### config.mk
export PLATFORM = sky130hd
export DESIGN_NAME = hcsr04_responder
export DESIGN_NICKNAME = d
export VERILOG_FILES = /design/src/rtl/hcsr04_responder.sv
export SDC_FILE = /design/constraint.sdc
export NUM_CORES = 1
export LEC_CHECK = 0
export ABC_AREA = 1
export BUFFER_PORTS_ARGS = -buffer_cell sky130_fd_sc_hd__buf_2
export CORE_UTILIZATION = 30
export DETAILED_ROUTE_END_ITERATION = 7
export PLACE_DENSITY = 0.56
export SLEW_MARGIN = 20
export SYNTH_ARGS = -nofsm -noshare
export SYNTH_HDL_FRONTEND = slang
export SYNTH_SLANG_ARGS = --single-unit
export TNS_END_PERCENT = 1
### constraint.sdc
create_clock -name clock -period 6.75 [get_ports clock]
set_clock_uncertainty 0.2 [all_clocks]
set_input_delay 0.3375 -clock clock [delete_from_list [all_inputs] [get_ports clock]]
set_output_delay 0.3375 -clock clock [all_outputs]
set_load 0.03 [all_outputs]
### src/rtl/hcsr04_responder.sv
// HC-SR04 ultrasonic sensor emulator: answers a trigger pulse with an echo pulse
// whose width encodes a simulated target distance, then holds off before re-arming.
module hcsr04_responder #(
    parameter int unsigned CYCLES_PER_CM  = 2941,
    parameter int unsigned TRIG_MIN       = 500,
    parameter int unsigned BURST_DELAY    = 25000,
    parameter int unsigned TIMEOUT_CYCLES = 1900000,
    parameter int unsigned HOLDOFF        = 500000
) (
    input  logic       clock,
    input  logic       reset,
    input  logic       trigger,
    input  logic [8:0] distancia,
    output logic       echo,
    output logic       ocupado,
    output logic       pronto,
    output logic [2:0] db_estado
);

    localparam int unsigned CW       = 22;
    localparam int unsigned DW       = 9;
    localparam int unsigned DIST_MIN = 2;
    localparam int unsigned DIST_MAX = 400;

    typedef enum logic [2:0] {
        S_IDLE  = 3'd0,
        S_TRIG  = 3'd1,
        S_BURST = 3'd2,
        S_ECHO  = 3'd3,
        S_HOLD  = 3'd4
    } state_t;

    state_t          state;
    state_t          next_state;
    logic [1:0]      sync_q;
    logic            trig_s;
    logic            armed_q;
    logic [CW-1:0]   cnt_q;
    logic [DW-1:0]   dist_q;
    logic [CW-1:0]   width_c;
    logic            echo_c;
    logic            ocupado_c;
    logic            pronto_c;

    assign trig_s    = sync_q[1];
    assign db_estado = state;

    // Echo width from the latched distance; out-of-range targets report a timeout.
    always_comb begin
        width_c = CW'(TIMEOUT_CYCLES);
        if (dist_q >= DW'(DIST_MIN) && dist_q <= DW'(DIST_MAX))
            width_c = CW'(dist_q) * CW'(CYCLES_PER_CM);
    end

    always_ff @(posedge clock or negedge reset) begin
        if (!reset) state <= S_IDLE;
        else        state <= next_state;
    end

    always_comb begin
        next_state = state;
        case (state)
            S_IDLE:  if (armed_q && trig_s) next_state = S_TRIG;
            S_TRIG:  if (!trig_s)
                         next_state = (cnt_q >= CW'(TRIG_MIN)) ? S_BURST : S_IDLE;
            S_BURST: if (cnt_q == CW'(BURST_DELAY - 1)) next_state = S_ECHO;
            S_ECHO:  if (cnt_q == width_c - CW'(1))     next_state = S_HOLD;
            S_HOLD:  if (cnt_q == CW'(HOLDOFF - 1))     next_state = S_IDLE;
            default: next_state = S_IDLE;
        endcase
    end

    // Output values for the next cycle; registered below.
    always_comb begin
        echo_c    = 1'b0;
        ocupado_c = 1'b0;
        pronto_c  = 1'b0;
        echo_c    = (next_state == S_ECHO);
        ocupado_c = (next_state != S_IDLE);
        pronto_c  = (state == S_ECHO) && (next_state == S_HOLD);
    end

    always_ff @(posedge clock or negedge reset) begin
        if (!reset) begin
            sync_q  <= '0;
            armed_q <= 1'b0;
            cnt_q   <= '0;
            dist_q  <= '0;
            echo    <= 1'b0;
            ocupado <= 1'b0;
            pronto  <= 1'b0;
        end else begin
            sync_q  <= {sync_q[0], trigger};
            // IDLE only accepts a rise after it has seen trig_s low at least once.
            armed_q <= (state == S_IDLE) && (armed_q || !trig_s);
            if (state != next_state)
                cnt_q <= (next_state == S_TRIG) ? CW'(1) : '0;
            else if (state != S_IDLE && cnt_q != {CW{1'b1}})
                cnt_q <= cnt_q + CW'(1);
            if (state == S_TRIG && next_state == S_BURST)
                dist_q <= distancia;
            echo    <= echo_c;
            ocupado <= ocupado_c;
            pronto  <= pronto_c;
        end
    end

endmodule

==> results.toml, run 1 <==
[yosys]
synth_edf_count = 0
synth_area_per_cell_sq_um = 6.857
ys_warn_count = 0
syn_area_sq_um = 5911
yosysSeqAreaShare = 0.1693
async_flop_share = 1.000
ys_seq_elements = 40
yosysUniqueCellTypes = 38
synthesis.nets = 970
synth_ff_type = "dfrtp_1"
netlist_instances = 862

[cts]
clk_path_buf_depth = 2
cts.sinks = 40
cts_tree = "built"
h-tree-depth = 2
root_buffer = "clkbuf_16"
cts_resized = 0
cts.clk_slew.worst_paths_ns = 0.07
clk_latency_ns = 0.29
cts_buffers = 5

[layout]
num-nets-final = 987
antenna_cells = 0
area_growth_pct = 8.637
drive_gt1_frac = 0.09432
utilization = 0.3376

[critical_path]
required_ns = 6.71
startpoint = "dist_q[4]"
path_class = "reg -> reg"
critPathLaunchType = "flip-flop"
slowest_stage = "fa_1"
cp.arrival_ns = 5.99
worst_path_most_repeated_cell = "nand2_1"
crit_family = "adder cells"
regToRegStartpoint = "dist_q[4]"
slowest_delay_ns = 0.56
cp_max_fo = 21
cp-end-kind = "flip-flop"
ff2ff_setup_slack_ns = 0.72
worst-path-buf-inv = 4

[power_and_ir_drop]
power_leakage_uw = 0.003279
p_per_area_nw_per_um2 = 99.84
ir_drop_mv = 0.09868

[sta]
setup_viol = 0
slew_viol_final = 0
rsz0062_at_grt = "false"
timing.final.crit_period_ns = 6.032
period_share = 0.8936
hold_viol_final = 7
slew_headroom = 0.3418
tightestPinTransition_ns = 0.9872
finalSetupTns_ns = 0
fmax_ghz = 0.1658
whs_ns = -0.008265

[global_route]
grt_pass1_vias = 5105
grt_usage = 0.1597
grt_pass1_wl_mm = 25.59
grt_overflow = 0
antenna_found_initial = 0
grt_max_degree = 41

[floorplan]
ioPinCount = 18
rows = 50
coreArea_sq_um = 19020
initial_utilization = 0.3108
dieArea_sq_um = 20270
chipHeight_um = 142.4
die_w_um = 142.4

[routing]
first_pass_iters = 5
drc_errors = 0
final_antenna_net_count = 0
wl_per_cell_um = 13.11
via_per_inst = 4.623
dr.first_iter.drc_count = 388
vias = 5270
wl_mm = 14.95

[min_path]
hold_path_class = "in -> async"

[placed_design]
dpl.hpwl_mm = 12.41
port_buffers = 17
gp_congestion = 0.8800

[status]
violations = "hold timing"
outcome = "finished, violations left"

[flow_run]
cap_viol_max_count = 0
logic make-up after synthesis:
logic type               after synthesis  synth area share
adder cells (fa/ha/maj)               96            0.2540
AND/OR/NAND/NOR                      452            0.3554
AO/OA/AOI/OAI                         47           0.04721
XOR/XNOR                              25           0.03704
flip-flops                            40            0.1693
buffers and inverters                202            0.1370
final timing paths:
check | end | depth (start not counted)
setup reg to reg | cnt_q[14] | 31
setup / recovery | cnt_q[14] | 31
max in group asynchronous | cnt_q[4] | 1
hold / removal | dist_q[4] | 1
min in group clock | dist_q[1] | 3
hold reg to reg | sync_q[1] | 0
cell usage after synthesis (3+ instances only):
library cell	instances	share of area
nand4_1	32	0.034
xor2_1	22	0.033
a21oi_1	12	0.010
nor4_1	7	0.0074
nand3b_1	4	0.0051
inv_1	189	0.12
o31ai_1	3	0.0038
nand2_1	213	0.14
nor2_2	30	0.032
nand3_1	65	0.055
nor2_1	64	0.041
nand2_2	6	0.0064
nor3_1	15	0.013
o21ai_0	22	0.019
inv_2	4	0.0025
dfrtp_1	40	0.17
nand3_2	11	0.019
xnor2_1	3	0.0044
fa_1	40	0.14
ha_1	56	0.12
buf_6	4	0.0076
repair_timing:
item                                   CTS  global route
buffers inserted                         0             0
hold buffers                             1             0
endpoints found under the hold margin    1             0
cell type report:
cell class / instances / area, sq um
sequential: 40 / 1001
inverter: 194 / 728.2
clock buffer: 5 / 125.1
clock inverter: 3 / 46.29
timing repair buffer: 18 / 95.09
tap: 260 / 325.3
multi-input combinational: 620 / 4100
fill: 2122 / 12600
power by group:
part | switching, uW | total [uW] | internal [uW]
sequential | 13.6 | 263 | 250
clock | 112 | 288 | 176
combinational | 63.9 | 89.9 | 26.0
sequential cells by signal, summed over array words and instances (netlist names):
signal,cells
armed_q,1
cnt_q,22
db_estado,3
dist_q,9
echo,1
ocupado,1
pronto,1
sync_q,2
routing by layer:
metal | up-vias | track usage | routed length [um]
met2 | 100 | 0.2554 | 6578
met5 | - | 0 | 0
met3 | 19 | 0.01750 | 576
met1 | 2435 | 0.2243 | 7446
li1 | 2716 | - | -
met4 | 0 | 0.04980 | 347
per-stage QoR:
step | worst slack, ns | cells | instance area [sq um] | total power [uW] | hold slack, ns
6_report | 0.7180 | 1140 | 6421 | 641.1 | -0.008265
5_1_grt | 0.07055 | 1140 | 6421 | 672.0 | 0.05502
4_1_cts | 0.6863 | 1140 | 6421 | 652.0 | 0.03420
3_5_place_dp | 0.7186 | 1131 | 6240 | 358.5 | 0.1371
3_3_place_gp | 0.7315 | 1131 | 6240 | 357.9 | 0.1340
2_1_floorplan | 1.451 | 862 | 5911 | 333.7 | -0.1581
layout by cell type (no fill, tap or decap), types with 3 or more instances in the layout:
master     instances
nor4_1             7
nand2_1          213
nand4_1           32
fa_1              40
nor3_1            15
nand3_1           65
o31ai_1            3
o21ai_0           22
nor2_2            30
inv_1            189
buf_2             17
inv_2              4
nand3b_1           4
xor2_1            22
ha_1              56
a21oi_1           12
xnor2_1            3
nand2_2            6
dfrtp_1           40
clkbuf_16          5
nand3_2           11
nor2_1            64
Note: power is estimated with default switching activity, not from simulation.
==> run 2: changes to the inputs <==
--- a/config.mk
+++ b/config.mk
@@ -7,9 +7,10 @@
 export LEC_CHECK = 0
 export ABC_AREA = 1
 export BUFFER_PORTS_ARGS = -buffer_cell sky130_fd_sc_hd__buf_2
-export CORE_UTILIZATION = 30
+export CORE_ASPECT_RATIO = 1.2
+export CORE_UTILIZATION = 60
 export DETAILED_ROUTE_END_ITERATION = 7
-export PLACE_DENSITY = 0.56
+export PLACE_DENSITY = 0.89
 export SLEW_MARGIN = 20
 export SYNTH_ARGS = -nofsm -noshare
 export SYNTH_HDL_FRONTEND = slang
==> results.toml, run 2 (synthesis results as in run 1) <==
[critical_path]
slowest_stage = "dfrtp_1"
path_class = "reg -> reg"
cp.arrival_ns = 6.17
worst-path-buf-inv = 5
crit_family = "adder cells"
startpoint = "dist_q[1]"
critPathLaunchType = "flip-flop"
worst_path_most_repeated_cell = "nand2_1"
regToRegStartpoint = "dist_q[1]"
slowest_delay_ns = 0.62
r2r_cells = 30
cp-end-kind = "flip-flop"
crit_cells = 30
cp_max_fo = 21
required_ns = 6.72

[power_and_ir_drop]
power_leakage_uw = 0.003279
pwr-share-seq = 0.414
sw_frac_of_total = 0.2873
p_clk_frac = 0.444
p_per_area_nw_per_um2 = 101.4
pwr-share-comb = 0.142
p_sw_uw = 182.1
ir_drop_mv = 0.2405
intPower_uw = 451.7

[cts]
h-tree-depth = 2
postCtsSetupBuffers = 0
cts_buffers = 5
root_buffer = "clkbuf_16"
cts.clk_slew.worst_paths_ns = 0.06
clk_latency_ns = 0.29
cts.sinks = 40
cts_tree = "built"
clk_path_buf_depth = 2

[sta]
fmax_ghz = 0.1612
period_share = 0.9188
whs_ns = -0.003864
slew_viol_final = 0
tightestPinTransition_ns = 0.9566
slew_headroom = 0.3623
timing.final.crit_period_ns = 6.202
finalSetupTns_ns = 0
setup_viol = 0
rsz0062_at_grt = "false"
hold_viol_final = 13

[routing]
vias = 5589
via_per_inst = 5.572
wl_mm = 14.98
wl_per_cell_um = 14.94
dr.first_iter.drc_count = 340
first_pass_iters = 5
drc_errors = 0
final_antenna_net_count = 0

[floorplan]
initial_utilization = 0.6180
chipHeight_um = 110.7
ioPinCount = 18
dieArea_sq_um = 10250
die_w_um = 92.61
rows = 39
coreArea_sq_um = 9564

[status]
outcome = "finished, violations left"
violations = "hold timing"

[layout]
area_growth_pct = 5.737
drive_gt1_frac = 0.09432
layout_common_cells = "nand2_1, inv_1, nand3_1, nor2_1, ha_1"
largest_reg_flops = 22
final_common_cell = "nand2_1"
postLayoutCellArea_sq_um = 6250
num-nets-final = 987
antenna_cells = 0
largest_register = "cnt_q"

[placed_design]
port_buffers = 17
gp_congestion = 1.005
dpl.hpwl_mm = 12.38
placed_area_sq_um = 6068

[global_route]
antenna_found_initial = 0
grt_overflow = 0
grt_usage = 0.3198
grt_max_degree = 41
grt_pass1_wl_mm = 25.55
grt_pass1_vias = 5655

[flow_run]
cap_viol_max_count = 0

[min_path]
hold_path_class = "in -> async"
[run 2: cell counts in the layout (fill, tap and decap cells not counted)]
Identical to the previous run, type by type.
[run 2: timing repair]
item                                   in CTS  in global routing
setup endpoints to repair                   0                  0
gates resized for setup                     0                  0
hold buffers                                1                  0
endpoints found under the hold margin       1                  0
[run 2: power groups by stage]
stage                     Combinational [uW]  Sequential (uW)  Clock, uW
final                                   89.9              263        281
after global routing                     102              264        295
after CTS                               89.9              262        284
after detailed placement                89.0              266          0
after global placement                  87.1              267          0
after floorplan                         66.4              267          0
[run 2: routing by layer]
| metal | vias up | global-route usage | wire length [um] | part of all wire |
|---|---|---|---|---|
| met5 | - | 0 | 0 | 0 |
| li1 | 2722 | - | - | - |
| met3 | 75 | 0.04458 | 627 | 0.042 |
| met4 | 0 | 0.2031 | 926 | 0.062 |
| met1 | 2580 | 0.3400 | 5649 | 0.38 |
| met2 | 212 | 0.5812 | 7777 | 0.52 |
[run 2: worst paths after layout]
path                             end  slack [ns]
setup / recovery           cnt_q[14]        0.55
setup reg to reg           cnt_q[14]        0.55
min in group clock         dist_q[1]        0.05
max in group asynchronous   cnt_q[5]        5.76
hold / removal             cnt_q[18]      -0.004
hold reg to reg            sync_q[1]        0.16
[run 2: through the flow]
stage | hold slack, ns | setup slack (ns) | instances | power (uW) | utilization
6_report | -0.003864 | 0.5478 | 1003 | 633.8 | 0.6535
5_1_grt | 0.06771 | 0.1262 | 1003 | 660.1 | 0.6535
4_1_cts | 0.01264 | 0.6131 | 1003 | 635.8 | 0.6535
3_5_place_dp | 0.1363 | 0.6226 | 994 | 355.4 | 0.6345
3_3_place_gp | 0.1432 | 0.8124 | 994 | 353.6 | 0.6345
2_1_floorplan | -0.1581 | 1.451 | 862 | 333.7 | -
[run 2: layout make-up]
cell class                      instances  area, sq um
Clock inverter                          3        46.29
Clock buffer                            5        125.1
Sequential cell                        40         1001
Tap cell                              123        153.9
Multi-Input combinational cell        620         4100
Inverter                              194        728.2
Fill cell                             844         3314
Timing Repair Buffer                   18        95.09
==> run 3: changes to the inputs <==
--- a/config.mk
+++ b/config.mk
@@ -7,9 +7,10 @@
 export LEC_CHECK = 0
 export ABC_AREA = 1
 export BUFFER_PORTS_ARGS = -buffer_cell sky130_fd_sc_hd__buf_2
-export CORE_ASPECT_RATIO = 1.2
+export CORE_ASPECT_RATIO = 0.5
 export CORE_UTILIZATION = 60
 export DETAILED_ROUTE_END_ITERATION = 7
+export MAX_ROUTING_LAYER = met4
 export PLACE_DENSITY = 0.89
 export SLEW_MARGIN = 20
 export SYNTH_ARGS = -nofsm -noshare
==> results.toml, run 3 (synthesis results as in run 1) <==
[critical_path]
slowest_stage = "dfrtp_1"
crit_cells = 30
worst-path-buf-inv = 5
worst_path_most_repeated_cell = "nand2_1"
r2r_cells = 30
ff2ff_setup_slack_ns = 0.53
timing.rr.end = "cnt_q[14]"
cp-end-kind = "flip-flop"
cp.arrival_ns = 6.19
startpoint = "dist_q[1]"
critPathLaunchType = "flip-flop"
required_ns = 6.72
path_class = "reg -> reg"
setup.worst_path.end = "cnt_q[14]"
regToRegStartpoint = "dist_q[1]"
cp_max_fo = 21
slowest_delay_ns = 0.64
crit_family = "simple AND/OR/NAND/NOR gates"

[floorplan]
coreArea_sq_um = 9509
chipHeight_um = 72.18
ioPinCount = 18
dieArea_sq_um = 10280
initial_utilization = 0.6216
rows = 25
die_w_um = 142.4

[routing]
vias = 5625
final_antenna_net_count = 0
first_pass_iters = 5
wl_mm = 15.15
drc_errors = 0
via_per_inst = 5.542
wl_per_cell_um = 14.93
dr.first_iter.drc_count = 411

[placed_design]
gp_congestion = 0.9268
place_inst = 1006
dpl.hpwl_mm = 12.18
placed_area_sq_um = 6083
port_buffers = 17

[layout]
layout_common_cells = "nand2_1, inv_1, nand3_1, nor2_1, ha_1"
postLayoutCellArea_sq_um = 6265
utilization = 0.6588
antenna_cells = 0
largest_reg_flops = 22
final_common_cell = "nand2_1"
area_growth_pct = 5.991
drive_gt1_frac = 0.09432
largest_register = "cnt_q"
stdcell_count = 1015
num-nets-final = 987

[cts]
clk_latency_ns = 0.30
cts.sinks = 40
cts_resized = 0
clk_path_buf_depth = 2
cts_tree = "built"
h-tree-depth = 2
postCtsSetupBuffers = 0
cts.clk_slew.worst_paths_ns = 0.07
root_buffer = "clkbuf_16"
cts_buffers = 5

[sta]
hold_viol_final = 5
timing.final.crit_period_ns = 6.225
period_share = 0.9222
fmax_ghz = 0.1606
whs_ns = -0.008697
slew_viol_final = 0
setup_viol = 0
slew_headroom = 0.3558
rsz0062_at_grt = "false"
finalSetupTns_ns = 0
tightestPinTransition_ns = 0.9663

[global_route]
grt_pass1_vias = 5351
antenna_found_initial = 0
grt_overflow = 0
grt_max_degree = 41
grt_usage = 0.3266
grt_pass1_wl_mm = 25.09

[power_and_ir_drop]
power_leakage_uw = 0.003279
p_per_area_nw_per_um2 = 103.0
ir_drop_mv = 0.1152

[min_path]
hold_path_class = "in -> async"

[flow_run]
cap_viol_max_count = 0

[status]
outcome = "finished, violations left"
violations = "hold timing"
==> run 3: cell counts in the layout (fill, tap and decap cells not counted) <==
No cell type changed its count.
==> run 3: worst min-delay path by stage <==
| stage | start | end | depth (start not counted) |
|---|---|---|---|
| final | reset | cnt_q[8] | 1 |
| after floorplan | reset | armed_q | 0 |
| after global routing | distancia[3] | dist_q[3] | 3 |
| after detailed placement | sync_q[0] | sync_q[1] | 0 |
| after CTS | reset | cnt_q[8] | 1 |
| after global placement | sync_q[0] | sync_q[1] | 0 |
==> run 3: final cells by class <==
| type | instances | area [sq um] |
|---|---|---|
| flip-flops and latches | 40 | 1001 |
| clock buffers | 5 | 125.1 |
| repair buffers | 18 | 95.09 |
| well taps | 135 | 168.9 |
| inverters | 194 | 728.2 |
| fillers | 800 | 3244 |
| clock inverters | 3 | 46.29 |
| multi-input cells | 620 | 4100 |
==> run 3: where the power goes <==
part | switching (uW) | total, uW | leakage (uW) | internal [uW]
Clock | 118 | 294 | 0.0000804 | 176
Combinational | 62.8 | 88.7 | 0.00270 | 25.9
Sequential | 13.0 | 263 | 0.000499 | 250
==> run 3: metrics by stage <==
step | setup slack (ns) | total power, uW
2_1_floorplan | 1.451 | 333.7
3_3_place_gp | 0.7919 | 352.8
3_5_place_dp | 0.6761 | 355.0
4_1_cts | 0.6221 | 646.2
5_1_grt | 0.1134 | 669.7
6_report | 0.5251 | 645.4
==> run 3: per-layer routing <==
layer  up-vias  track usage  routed length, um
li1       2732            -                  -
met4         0       0.1075                413
met5         -            -                  0
met1      2621       0.4062               6683
met2       233       0.5572               6996
met3        39      0.04356               1057
==> run 3: what timing repair did <==
| action | CTS | global route |
|---|---|---|
| hold endpoints to repair | 1 | 0 |
| hold buffers | 1 | 0 |
| setup endpoints to repair | 0 | 0 |
